File: src/rtl/cpu_sequencer.sv
// cpu_sequencer: per-class instruction micro-state sequencer with stall, restart,
// sticky halt and illegal-opcode/timeout detection. Define CPU_SEQ_IRQ_EN for interrupt entry.
module cpu_sequencer #(
    parameter int OPCODE_W  = 8,
    parameter int STATE_W   = 4,
    parameter int CYCLE_W   = 4,
    parameter int MAX_CYCLE = 7
) (
    input  logic                clk,
    input  logic                reset,
    input  logic [OPCODE_W-1:0] opcode,
    input  logic                stall,
    input  logic                restart,
`ifdef CPU_SEQ_IRQ_EN
    input  logic                irq,
    output logic                irq_ack,
`endif
    output logic [STATE_W-1:0]  state,
    output logic [CYCLE_W-1:0]  cycle,
    output logic                instr_done,
    output logic                halted,
    output logic                decode_err
);

    typedef enum logic [STATE_W-1:0] {
        STATE_NEXT       = STATE_W'(0),
        STATE_FETCH_PC   = STATE_W'(1),
        STATE_FETCH_INST = STATE_W'(2),
        STATE_HALT       = STATE_W'(3),
        STATE_OUT_A      = STATE_W'(4),
        STATE_MOV_FETCH  = STATE_W'(5),
        STATE_MOV_LOAD   = STATE_W'(6),
        STATE_MOV_STORE  = STATE_W'(7),
        STATE_JUMP       = STATE_W'(8),
        STATE_LDI        = STATE_W'(9),
        STATE_LOAD_ADDR  = STATE_W'(10),
        STATE_RAM_B      = STATE_W'(11),
        STATE_ALU_OP     = STATE_W'(12),
        STATE_IRQ_PUSH   = STATE_W'(13),
        STATE_IRQ_VEC    = STATE_W'(14)
    } state_t;

    typedef enum logic [2:0] {
        C_ILL, C_HLT, C_OUT, C_MOV, C_JMP, C_LDI, C_ALU, C_MEM
    } op_class_t;

    // HLT sits inside the MOV pattern space, so it must be matched first
    localparam logic [OPCODE_W-1:0] PATTERN_HLT = 8'b0111_0110;
    localparam logic [OPCODE_W-1:0] PATTERN_MOV = 8'b01??_????;
    localparam logic [OPCODE_W-1:0] PATTERN_LDI = 8'b00??_?110;
    localparam logic [OPCODE_W-1:0] PATTERN_ALU = 8'b10??_????;
    localparam logic [OPCODE_W-1:0] OP_OUT      = 8'hD3;
    localparam logic [OPCODE_W-1:0] OP_JMP      = 8'hC3;
    localparam logic [OPCODE_W-1:0] OP_JEZ      = 8'hCA;
    localparam logic [OPCODE_W-1:0] OP_JNZ      = 8'hC2;
    localparam logic [OPCODE_W-1:0] OP_LDA      = 8'h3A;
    localparam logic [OPCODE_W-1:0] OP_STA      = 8'h32;

    state_t                r_state, w_state_nxt, w_adv_state;
    logic [CYCLE_W-1:0]    r_cycle, w_cycle_nxt;
    logic [OPCODE_W-1:0]   r_op, w_op_nxt, w_op;
    logic                  r_err, w_err_nxt, w_adv_err;
    op_class_t             w_class;

    always_ff @(posedge clk) begin
        if (reset) begin
            r_state <= STATE_NEXT;
            r_cycle <= '0;
            r_op    <= '0;
            r_err   <= 1'b0;
        end else begin
            r_state <= w_state_nxt;
            r_cycle <= w_cycle_nxt;
            r_op    <= w_op_nxt;
            r_err   <= w_err_nxt;
        end
    end

    // Live opcode at the decode edge, latched copy for every later step
    always_comb begin
        w_op    = (r_cycle == CYCLE_W'(2)) ? opcode : r_op;
        w_class = C_ILL;
        casez (w_op)
            PATTERN_HLT:              w_class = C_HLT;
            PATTERN_MOV:              w_class = C_MOV;
            OP_OUT:                   w_class = C_OUT;
            OP_JMP, OP_JEZ, OP_JNZ:   w_class = C_JMP;
            PATTERN_LDI:              w_class = C_LDI;
            PATTERN_ALU:              w_class = C_ALU;
            OP_LDA, OP_STA:           w_class = C_MEM;
            default:                  w_class = C_ILL;
        endcase
    end

    always_comb begin
        w_adv_state = STATE_NEXT;
        w_adv_err   = 1'b0;
        if (r_cycle == CYCLE_W'(MAX_CYCLE)) begin
            w_adv_err = 1'b1;
        end else begin
            case (r_cycle)
                CYCLE_W'(0): w_adv_state = STATE_FETCH_PC;
                CYCLE_W'(1): w_adv_state = STATE_FETCH_INST;
                CYCLE_W'(2): begin
                    case (w_class)
                        C_HLT:   w_adv_state = STATE_HALT;
                        C_OUT:   w_adv_state = STATE_OUT_A;
                        C_MOV:   w_adv_state = STATE_MOV_FETCH;
                        C_ILL:   w_adv_err   = 1'b1;
                        default: w_adv_state = STATE_FETCH_PC;
                    endcase
                end
                CYCLE_W'(3): begin
                    case (w_class)
                        C_MOV:        w_adv_state = STATE_MOV_LOAD;
                        C_JMP:        w_adv_state = STATE_JUMP;
                        C_LDI:        w_adv_state = STATE_LDI;
                        C_ALU, C_MEM: w_adv_state = STATE_LOAD_ADDR;
                        default:      w_adv_state = STATE_NEXT;
                    endcase
                end
                CYCLE_W'(4): begin
                    case (w_class)
                        C_MOV:   w_adv_state = STATE_MOV_STORE;
                        C_ALU:   w_adv_state = STATE_RAM_B;
                        default: w_adv_state = STATE_NEXT;
                    endcase
                end
                CYCLE_W'(5): w_adv_state = (w_class == C_ALU) ? STATE_ALU_OP : STATE_NEXT;
                default:     w_adv_state = STATE_NEXT;
            endcase
        end
    end

    always_comb begin
        w_state_nxt = r_state;
        w_cycle_nxt = r_cycle;
        w_op_nxt    = r_op;
        w_err_nxt   = 1'b0;
        if (restart) begin
            w_state_nxt = STATE_NEXT;
            w_cycle_nxt = '0;
        end else if (!stall) begin
`ifdef CPU_SEQ_IRQ_EN
            if (r_state == STATE_IRQ_PUSH) begin
                w_state_nxt = STATE_IRQ_VEC;
            end else if (r_state == STATE_IRQ_VEC) begin
                w_state_nxt = STATE_FETCH_PC;
                w_cycle_nxt = CYCLE_W'(1);
            end else if (irq && (r_cycle == '0 || r_state == STATE_HALT)) begin
                w_state_nxt = STATE_IRQ_PUSH;
                w_cycle_nxt = '0;
            end else
`endif
            if (r_state != STATE_HALT) begin
                w_state_nxt = w_adv_state;
                w_cycle_nxt = (w_adv_state == STATE_NEXT) ? '0 : r_cycle + CYCLE_W'(1);
                w_err_nxt   = w_adv_err;
                if (r_cycle == CYCLE_W'(2))
                    w_op_nxt = opcode;
            end
        end
    end

    assign state      = r_state;
    assign cycle      = r_cycle;
    assign instr_done = (r_state == STATE_NEXT);
    assign halted     = (r_state == STATE_HALT);
    assign decode_err = r_err;
`ifdef CPU_SEQ_IRQ_EN
    assign irq_ack    = (r_state == STATE_IRQ_PUSH);
`endif

endmodule

File: config.mk
export PLATFORM = sky130hd
export DESIGN_NAME = cpu_sequencer
export DESIGN_NICKNAME = d
export VERILOG_FILES = /design/src/rtl/cpu_sequencer.sv
export SDC_FILE = /design/constraint.sdc
export NUM_CORES = 1
export LEC_CHECK = 0
export CAP_MARGIN = 10
export CORE_ASPECT_RATIO = 0.7
export CORE_MARGIN = 2
export CORE_UTILIZATION = 46
export CTS_CLUSTER_SIZE = 28
export DETAILED_ROUTE_END_ITERATION = 7
export PLACE_DENSITY = 0.7
export SYNTH_ARGS = -nofsm -noshare
export SYNTH_HDL_FRONTEND = slang
export SYNTH_SLANG_ARGS = --single-unit
File: constraint.sdc
create_clock -name clk -period 3.87 [get_ports clk]
set_input_delay 0.774 -clock clk [delete_from_list [all_inputs] [get_ports clk]]
set_output_delay 0.774 -clock clk [all_outputs]
set_load 0.01 [all_outputs]
# After elaboration in Yosys (flattened, before gate mapping)
# Cells that the tools add are included.
dict set report op_classes {
  reduce_logical 11
  bitwise_logic 3
  eq_ne 25
  add_sub_neg 1
  mux 13
}
# cell n
set ops {}
lappend ops {{$eq A8 B8 Y1 const B} 4}
lappend ops {{$pmux W4 S6} 1}
lappend ops {{$pmux W3 S6} 1}
lappend ops {{$eq A8 B6 Y1 const B} 2}
lappend ops {{$pmux W4 S4} 1}
lappend ops {{$eq A3 B3 Y1 const B} 4}
lappend ops {{$eq A4 B2 Y1 const B} 3}
lappend ops {{$eq A4 B3 Y1 const B} 3}
lappend ops {{$logic_not A4 Y1} 3}
lappend ops {{$mux W4} 3}
lappend ops {{$pmux W3 S4} 1}
lappend ops {{$eq A8 B7 Y1 const B} 1}
lappend ops {{$mux W8} 1}
lappend ops {{$pmux W4 S2} 1}
lappend ops {{$eq A3 B2 Y1 const B} 2}
lappend ops {{$reduce_or A2 Y1} 3}
lappend ops {{$eq A5 B3 Y1 const B} 1}
lappend ops {{$add A4 B1 Y4 const B} 1}
lappend ops {{$eq A4 B1 Y1 const B} 1}
lappend ops {{$ne A4 B2 Y1 const B} 1}
lappend ops {{$reduce_or A4 Y1} 1}
lappend ops {{$eq A3 B1 Y1 const B} 1}
lappend ops {{$logic_not A3 Y1} 1}
lappend ops {{$mux W1} 3}
lappend ops {{other kinds (7)} 9}
dict set report totals {
  word_cells 57
  register_bits 17
  inputBits 12
}

# Depth between registers and ports, before layout
# Gate-level depths: netlist (run 1).
dict set report depth {
  word_depth 13
  ltp_mapped 9
}

# Least setup slack after synthesis (run 1)
# OpenSTA, ideal clock, no wires.
dict set report synth_timing {
  path_type {register to register}
  startpoint {register r_cycle[0], in the netlist cycle[0]}
  endpoint {register r_cycle[0], in the netlist cycle[0]}
  t_arrival_ps 2404
  period_less_slack_ps 2538
  setup_time_ps 134
  setup_slack_ps 1332
  stages_incl_launch_ff 9
  path_buffers 0
  path_cell_list {dfxtp_1 > inv_1 > ha_1 > nor3b_4 > a2111oi_1 > o22ai_4 > o31a_1 > a2111oi_4 > a21oi_1}
}
dict set report synth_between {
  elab_chain_cells 13
  elab_cells_between_ends 40
  classes_between {add/sub: 1; eq/ne: 23; mux: 10; reduce/logical: 6}
}
# item line_no
set synth_rtl {}
lappend synth_rtl {{from (decl)} 60} ;# logic [CYCLE_W-1:0] r_cycle, w_cycle_nxt;
lappend synth_rtl {{from (signal assigned)} 73} ;# r_cycle <= w_cycle_nxt;
lappend synth_rtl {{$eq A4 B2 Y1} {81, 101}}
lappend synth_rtl {{$mux W8} -}
lappend synth_rtl {{$eq A8 B8 Y1 / $eq A8 B6 Y1 (equally long branches)} 83} ;# casez (w_op)
lappend synth_rtl {{$reduce_or A3 Y1 / $reduce_or A2 Y1 (equally long branches)} 83}
lappend synth_rtl {{$pmux W3 S6} 83}
lappend synth_rtl {{$mux W3} 83}
lappend synth_rtl {{$eq A3 B3 Y1 (on tied branches)} {114, 123, 129}}
lappend synth_rtl {{$reduce_or A2 Y1} 114} ;# case (w_class)
lappend synth_rtl {{$pmux W4 S4} 114}
lappend synth_rtl {{$pmux W4 S6} 101} ;# case (r_cycle)
lappend synth_rtl {{$mux W4} 98} ;# if (r_cycle == CYCLE_W'(MAX_CYCLE)) begin
lappend synth_rtl {{$logic_not A4 Y1} 157} ;# w_cycle_nxt = (w_adv_state == STATE_NEXT) ? '0 : r_cycle + CYCLE_W'(1);
lappend synth_rtl {{$mux W4 *} 157}
# Mark *: on every way between the ends. The rest lies on a longest branch, timed or not.
# A chain may end at the register's enable or synchronous reset.

# Final worst setup path (run 1)
# Same ends and word-level chain as after synthesis.

==> out/qor.csv, run 1 <==
stage,metric,value,unit
outcome,status,"complete, no violations",
clock_tree,clk_root_buffer_cell,clkbuf_8,
hold_path,hold_path_class,register to register,
yosys,yosysSeqAreaShare,0.235,
global_routing,grt_util_met3,0.0513,
sta,timing.final.crit_share,0.804,
job,cap_violations,0,
yosys,postSynthCellCount,175,
critical_path,cpPeakStageDelay,0.62,ns
placement,io_buffers,22,
sta,worst-slew-pin-transition,0.860,ns
critical_path,regToRegSetupSlack,0.76,ns
finish,drive_gt1_frac,0.0933,
critical_path,worstSetupPathType,register to register,
route,avgRoutedWirePerCell,17.2,um
placement,gp_congestion,0.923,
clock_tree,clkLatencyLatePin,0.25,ns
critical_path,reg2reg_to,cycle[0],
global_routing,grt-ovfl-total,0,
route,drt_pass1_iterations,5,
floorplanning,die-width,71.1,um
placement,post-place-ws,0.618,ns
global_routing,grt_usage,0.224,
yosys,yosys-top-cells-area,"dfxtp_1 (24%), nor2_1 (5.7%), mux2i_1 (5.5%), ha_1 (3.5%), a21oi_1 (3.1%)",
sta,drv_slew,0,
clock_tree,ctsHoldBuffers,0,
yosys,yosys_register_bits,17,
pwr,p_leak,0.000553,uW
hold_path,min_path_cells,2,
clock_tree,cts_buffers,3,
yosys,async_flop_share,0,
yosys,synth-main-ff-cell,dfxtp_1,
clock_tree,cts_resized,0,
clock_tree,cts_sinks,17,
hold_path,holdPathEnd,state[3],
global_routing,grt_max_degree,17,
floorplanning,row_count,16,
yosys,yosysTopAreaCell,dfxtp_1,
floorplanning,ios,23,
critical_path,cp_cell_sequence,inv_1 > ha_1 > nor3b_4 > mux2i_1 > nor4_2 > o31a_1 > a2111oi_4 > a21oi_1,
route,vias,1446,
yosys,synth_nets,191,
critical_path,r2r_start,cycle[0],
sta,period_needed,3.11,ns
sta,finalSetupViolations,0,
yosys,yosys_warnings,0,
critical_path,start_kind,register,
yosys,synth_cell_type_count,56,
critical_path,crit_arrival,3.24,ns
global_routing,grt.busiest_layer,met1,
route,routed_wl,3950,um
route,ant_nets,0,
hold_path,worstHoldStart,state[3],
sta,finClkSkew,0.00428,ns
finish,layout_common_cells,"nor2_1 (22), clkdlybuf4s50_1 (22), dfxtp_1 (17)",
route,drt_first_iter_violations,111,
yosys,syn_area_per_cell,8.27,sq um
global_routing,grt_first_pass_wirelength,6490,um
critical_path,worst-path-max-fanout,16,
sta,fin_ws,0.758,ns
route,drc,0,
clock_tree,post-cts-setup-buffers,0,
global_routing,use_met2,0.319,
finish,layout.cells.non_filler,229,
finish,finish.net_count,210,
placement,dp.cells,225,
pwr,p_per_area,236,nW/um^2
yosys,synth_area,1450,sq um
route,via_per_inst,6.31,
sta,max_clock_freq,321,MHz
critical_path,cp.required,3.99,ns
sta,fin_setup_tns,0,ns
global_routing,grt_use_met1,0.347,
finish,n_antenna_cell,0,
clock_tree,h-tree-depth,1,
critical_path,r2r_cells,8,
floorplanning,fp.dieArea,3620,sq um
critical_path,crit_slowest_cell,nor3b_4,
placement,hpwl,3000,um
sta,slew_headroom,0.412,
floorplanning,coreArea,2900,sq um
finish,area_growth,18.2,%
clock_tree,path_clk_slew,0.07,ns
clock_tree,clockBufferDepth,2,
sta,hold_viol,0,
floorplanning,die_y,50.9,um
critical_path,critPathCaptureType,register,
yosys,synth_top_cell_area_share,0.235,
sta,grt_setup_unrepaired,false,
clock_tree,cts_tree,yes,
global_routing,grt_pass1_vias,1367,
pwr,ir_worst_vdd,0.163,mV
floorplanning,initial_core_util,0.499,
yosys,synth_edf_count,0,
global_routing,antenna_found_initial,0,
-- cell type report --
cell class                      count  area [sq um]
Fill cell                         260          1190
Multi-Input combinational cell    144          1040
Sequential cell                    17           340
Timing Repair Buffer               22           220
Tap cell                           36          45.0
Clock buffer                        3          41.3
Inverter                            6          22.5
Clock inverter                      1          5.00
-- state kept, by name, summed over array words and instances (netlist names) --
name and flops:
r_op 8, cycle 4, decode_err 1, state 4
-- critical path, delay by kind of cell, from the launching register on --
kind            cells  cell delay [ns]
compound gates      3             0.91
fa+ha+maj           1             0.22
buf+inv             1             0.13
flops               1             0.35
mux                 1             0.59
simple gates        2             0.78
-- how the worst max path moves through the flow --
stage                     endpoint       from  slack [ns]  cells past startpoint
after global routing      cycle[2]   cycle[0]        0.62                      8
after CTS                 cycle[0]   cycle[0]        0.84                      8
after global placement    cycle[0]  opcode[0]        0.80                      7
after floorplan           cycle[0]   cycle[0]        1.33                      8
after detailed placement  cycle[0]  opcode[4]        0.62                      7
final                     cycle[0]   cycle[0]        0.76                      8
-- synth_stat cells, drive strengths merged (3+ instances only) --
cell type and number:
a2111oi 4, a211oi 4, a21boi 3, a21oi 9, and2 3, and3 3
buf 5, clkbuf 3, dfxtp 17, ha 4, inv 6, mux2i 8
nand2 11, nand2b 6, nand3 6, nand3b 4, nor2 22, nor3 7
nor3b 3, nor4 7, o211ai 5, o21ai 6, or3b 3
-- cell families after synthesis --
logic type                 share of synthesized area
and+or+nand+nor                                0.350
buffers and inverters                         0.0493
AOI/OAI and AO/OA                              0.258
DFF                                            0.235
xor gates and xnor gates                      0.0182
adders and majority gates                     0.0346
muxes                                         0.0553
-- metrics by stage --
step | power (uW) | hold WS [ns] | util | cell area, sq um
floorplan | 238 | 0.501 | - | 1450
global placement | 270 | 0.495 | 0.573 | 1660
detailed placement | 271 | 0.503 | 0.573 | 1660
CTS | 405 | 0.524 | 0.589 | 1710
global route | 423 | 0.537 | 0.589 | 1710
finish | 403 | 0.519 | 0.589 | 1710
-- metal layers --
| metal | up-vias | wire [um] | part of all wire |
|---|---|---|---|
| met5 | - | 0 | 0 |
| met4 | 0 | 8 | 0.0020 |
| met3 | 2 | 265 | 0.067 |
| met2 | 60 | 1630 | 0.41 |
| met1 | 687 | 2040 | 0.52 |
| li1 | 697 | - | - |
-- power by group --
group          internal [uW]  switching, uW
Combinational           37.6           47.8
Sequential               178           5.80
Clock                   71.4           62.3
Total                    287            116
Power figures use the tool's default switching activity.
==> run 2: changes to the inputs <==
Settings changed: PLACE_DENSITY 0.7 to 0.73.
Clock period 3.87 ns to 2.6 ns, I/O delays scaled along.
==> out/qor.csv, run 2 (same netlist as run 1, synthesis figures left out) <==
stage,metric,value,unit,change
outcome,status,"complete, no violations",,
critical_path,critPathCaptureType,register,,
placement,gp_congestion,1.00,,+8.5%
critical_path,cpPeakStageDelay,0.47,ns,-0.15 ns
finish,area_growth,41.0,%,
critical_path,cp_cell_sequence,clkdlybuf4s50_1 > buf_4 > nor3b_2 > buf_4 > and3_1 > nor4_2 > nor3_2 > a2111oi_4 > a21oi_1,,
finish,max_flop_register,r_op,,
route,dr_wl_met3,458,um,+73%
placement,hpwl,3530,um,+17%
route,met1_length,2190,um,+7.4%
clock_tree,cts_tree,yes,,
sta,max_clock_freq,397,MHz,
route,via_per_inst,6.34,,+0.34%
global_routing,antenna_found_initial,0,,unchanged
sta,drv_slew,0,,unchanged
hold_path,hold_path_class,register to register,,
finish,drive_gt1_frac,0.274,,+0.180
pwr,comb_power_share,0.258,,+0.046
route,avgRoutedWirePerCell,18.4,um,+6.8%
pwr,p_per_area,318,nW/um^2,+35%
clock_tree,ctsHoldBuffers,0,,unchanged
global_routing,grt_first_pass_wirelength,7270,um,+12%
critical_path,start_kind,input pin,,
global_routing,grt_usage,0.257,,+0.0323
placement,io_buffers,22,,unchanged
route,drc,0,,unchanged
floorplanning,fp.dieArea,3620,sq um,unchanged
pwr,p_seq_frac,0.423,,-0.034
route,highest_layer,met4,,
sta,worst-slew-pin-transition,0.860,ns,-0.000739 ns
pwr,internal-power,453,uW,+58%
pwr,ir_worst_vdd,0.224,mV,+38%
critical_path,cp_top_family,simple AND/OR/NAND/NOR gates,,
route,vias,1641,,+13%
global_routing,grt-ovfl-total,0,,unchanged
clock_tree,clkLatencyLatePin,0.26,ns,about the same
route,ant_nets,0,,unchanged
placement,dp.cells,253,,+12%
clock_tree,path_clk_slew,0.07,ns,about the same
sta,hold_viol,0,,unchanged
finish,layout.cells.non_filler,259,,+13%
pwr,sw_frac_of_total,0.302,,+0.0143
critical_path,crit_slowest_cell,a2111oi_4,,
global_routing,grt_max_degree,12,,-5
clock_tree,cts_sinks,17,,unchanged
job,cap_violations,0,,unchanged
floorplanning,die_y,50.9,um,unchanged
critical_path,critPathBufInv,3,,+2
finish,finish.net_count,240,,+14%
clock_tree,clk_root_buffer_cell,clkbuf_8,,
sta,finClkSkew,0.00298,ns,-0.00130 ns
global_routing,grt_pass1_vias,1538,,+13%
sta,fin_setup_tns,0,ns,unchanged
route,met2WireLength,2060,um,+26%
clock_tree,h-tree-depth,1,,unchanged
sta,finalSetupViolations,0,,unchanged
finish,layout_common_cells,"buf_4 (29), nor2_1 (22), clkdlybuf4s50_1 (19)",,
critical_path,cp.required,2.73,ns,-1.26 ns
route,drt_first_iter_violations,213,,+92%
floorplanning,coreArea,2900,sq um,unchanged
finish,final_util,0.703,,+0.114
sta,slew_headroom,0.419,,+0.00725
floorplanning,initial_core_util,0.499,,unchanged
floorplanning,ios,23,,unchanged
route,drt_pass1_iterations,5,,unchanged
pwr,p_leak,0.000741,uW,+34%
clock_tree,clockBufferDepth,2,,unchanged
pwr,p_sw,196,uW,+69%
critical_path,worstSetupPathType,input pin to register,,
critical_path,critPathMostFrequentCell,buf_4,,
sta,period_needed,2.52,ns,
sta,timing.final.crit_share,0.970,,
clock_tree,cts_buffers,3,,unchanged
critical_path,worst-path-max-fanout,4,,-12
finish,largest_reg_flops,8,,unchanged
finish,n_antenna_cell,0,,unchanged
floorplanning,row_count,16,,unchanged
route,routed_wl,4770,um,+21%
critical_path,crit_arrival,2.65,ns,-0.59 ns
finish,final_common_cell,buf_4,,
pwr,clkPwrFrac,0.319,,-0.013
floorplanning,die-width,71.1,um,unchanged
[run 2: cell types whose count changed in the layout (fill, tap and decap cells not counted), sizes merged]
cell           before  now
clkinv              1    0
buf                 0   30
clkinvlp            0    1
dlymetal6s2s        0    3
clkdlybuf4s50      22   19
[run 2: final timing paths]
check	slack, ns	endpoint	start	cells after the start
max	0.08	cycle[3]	opcode[1]	9
min	0.52	state[3]	state[3]	2
max reg2reg	0.08	cycle[3]	cycle[0]	10
min reg2reg	0.52	state[3]	state[3]	2
[run 2: worst min-delay path, delay by kind of cell, from the launching register on]
kind,cells,cell delay (ns)
AO/OA/AOI/OAI,1,0.07
flip-flops,1,0.34
AND/OR/NAND/NOR,1,0.07
[run 2: per-layer routing]
| layer | up-vias | track usage |
|---|---|---|
| met5 | - | 0 |
| met4 | 0 | 0.0881 |
| met3 | 11 | 0.0572 |
| met2 | 111 | 0.389 |
| met1 | 762 | 0.360 |
| li1 | 757 | - |
[run 2: per-stage QoR]
step	worst slack (ns)	hold slack (ns)	power [uW]	instance area [sq um]
after CTS	0.0289	0.536	638	1950
final	0.0790	0.524	648	2040
after global placement	-0.158	0.501	423	1870
after global routing	-0.0180	0.581	669	2040
after detailed placement	-0.211	0.510	428	1870
after floorplan	0.0624	0.501	354	1450
[run 2: timing repair]
| action | 4_1_cts | 5_1_grt |
|---|---|---|
| setup buffers | 1 | 1 |
| endpoints found under the hold margin | 0 | 0 |
| endpoints found under the setup margin | 4 | 5 |
| pin swaps | 1 | 4 |
| resized for setup | 3 | 19 |
[run 2: final cells by class]
| cell class | count | area, sq um |
|---|---|---|
| Clock inverter | 1 | 7.51 |
| Sequential cell | 17 | 342 |
| Fill cell | 225 | 862 |
| Multi-Input combinational cell | 144 | 1130 |
| Tap cell | 36 | 45.0 |
| Clock buffer | 3 | 41.3 |
| Timing Repair Buffer | 52 | 457 |
| Inverter | 6 | 22.5 |
[run 2: power groups by stage]
stage	clock network [uW]	registers (uW)	logic (uW)
2_1_floorplan	0	278	76.3
3_3_place_gp	0	278	146
3_5_place_dp	0	278	150
4_1_cts	212	273	154
5_1_grt	219	274	176
6_report	207	274	167
==> run 3: changes to the inputs <==
Settings changed: SETUP_SLACK_MARGIN set to 0.02.
==> out/qor.csv, run 3 (same netlist as run 1, synthesis figures left out) <==
stage,metric,value,unit,change
sta,period_needed,2.50,ns,-0.0257 ns
outcome,status,"complete, no violations",,
critical_path,cp.required,2.73,ns,about the same
finish,n_antenna_cell,0,,unchanged
route,drt_first_iter_violations,252,,+18%
route,ant_nets,0,,unchanged
sta,finClkSkew,0.00207,ns,-0.000903 ns
route,drc,0,,unchanged
finish,layout_common_cells,"buf_4 (30), nor2_1 (22), clkdlybuf4s50_1 (18)",,
finish,final_util,0.712,,+0.00905
route,vias,1695,,+3.3%
finish,stdcell_area,2070,sq um,+1.3%
clock_tree,clk_root_buffer_cell,clkbuf_8,,
route,routed_wl,4820,um,+1.1%
global_routing,grt_usage,0.257,,unchanged
clock_tree,path_clk_slew,0.07,ns,about the same
floorplanning,row_count,16,,unchanged
global_routing,antenna_found_initial,0,,unchanged
pwr,p_leak,0.000758,uW,+2.3%
sta,max_clock_freq,401,MHz,+1.0%
critical_path,critPathCaptureType,register,,
placement,gp_congestion,1.00,,unchanged
finish,max_flop_register,r_op,,
pwr,ir_worst_vdd,0.225,mV,+0.44%
job,cap_violations,0,,unchanged
pwr,total_power,658,uW,+1.4%
sta,grt_setup_unrepaired,false,,
critical_path,worstSetupPathType,register to register,,
floorplanning,ios,23,,unchanged
floorplanning,die-width,71.1,um,unchanged
sta,slew_headroom,0.419,,+0.000684
pwr,p_per_area,318,nW/um^2,+0.15%
global_routing,grt_pass1_vias,1538,,unchanged
finish,finish.net_count,242,,+0.83%
floorplanning,initial_core_util,0.499,,unchanged
finish,area_growth,42.8,%,
clock_tree,cts_tree,yes,,
clock_tree,cts_buffers,3,,unchanged
floorplanning,die_y,50.9,um,unchanged
hold_path,hold_path_class,register to register,,
placement,io_buffers,22,,unchanged
sta,worst-slew-pin-transition,0.859,ns,-0.00101 ns
clock_tree,clockBufferDepth,2,,unchanged
finish,final_common_cell,buf_4,,
sta,drv_slew,0,,unchanged
placement,hpwl,3530,um,unchanged
route,drt_pass1_iterations,5,,unchanged
floorplanning,fp.dieArea,3620,sq um,unchanged
floorplanning,coreArea,2900,sq um,unchanged
global_routing,grt_first_pass_wirelength,7270,um,unchanged
sta,fin_setup_tns,0,ns,unchanged
critical_path,worst-path-max-fanout,6,,+2
clock_tree,ctsHoldBuffers,0,,unchanged
finish,largest_reg_flops,8,,unchanged
sta,finalSetupViolations,0,,unchanged
sta,timing.final.crit_share,0.960,,-0.00989
route,via_per_inst,6.49,,+2.5%
clock_tree,clkLatencyLatePin,0.26,ns,about the same
finish,drive_gt1_frac,0.280,,+0.00646
critical_path,start_kind,register,,
placement,placed_cell_area,1870,sq um,unchanged
clock_tree,h-tree-depth,1,,unchanged
global_routing,grt-ovfl-total,0,,unchanged
clock_tree,cts_sinks,17,,unchanged
sta,hold_viol,0,,unchanged
route,avgRoutedWirePerCell,18.5,um,+0.34%
global_routing,grt_max_degree,12,,unchanged
critical_path,crit_arrival,2.63,ns,-0.02 ns
run 3: layout make-up:
class	count	area, sq um
repair buffers	54	478
multi-input cells	144	1130
clock buffers	3	41.3
flip-flops and latches	17	343
well taps	36	45.0
clock inverters	1	7.51
inverters	6	22.5
fillers	223	836
run 3: per-stage QoR:
stage / setup slack [ns] / cells / hold WS, ns
6_report: 0.105 / 261 / 0.524
5_1_grt: 0.0157 / 261 / 0.581
4_1_cts: 0.0289 / 258 / 0.536
3_5_place_dp: -0.211 / 253 / 0.510
3_3_place_gp: -0.158 / 253 / 0.501
2_1_floorplan: 0.0624 / 175 / 0.501
run 3: repair_timing:
item | 4_1_cts | 5_1_grt
pin swaps | 1 | 8
endpoints found under the hold margin | 0 | 0
setup buffers | 1 | 3
endpoints found under the setup margin | 5 | 5
resized for setup | 3 | 22
cloned | 0 | 0
run 3: final timing paths:
path,end,start,slack [ns],cells after the start
setup / recovery,cycle[3],cycle[0],0.10,8
hold / removal,state[3],state[3],0.52,2
hold reg to reg,state[3],state[3],0.52,2
setup reg to reg,cycle[3],cycle[0],0.10,8
run 3: metal layers:
metal / global-route usage / vias to the layer above / routed length [um]
li1: - / 763 / -
met1: 0.360 / 787 / 2180
met2: 0.389 / 128 / 2060
met3: 0.0572 / 17 / 486
met4: 0.0881 / 0 / 97
met5: 0 / - / 0
run 3: critical path, stage by stage, from the launching register on:
cell and delay, ns:
dfxtp_2 0.33, inv_2 0.08, ha_4 0.14, nor3b_4 0.41, mux2i_4 0.41, nor4_4 0.10
o31a_1 0.35, a2111oi_4 0.40, a21oi_1 0.14
run 3: report_power, final:
group          internal, uW  switching (uW)
sequential              265            8.78
combinational          82.3            89.8
clock                   108             103
total                   456             202
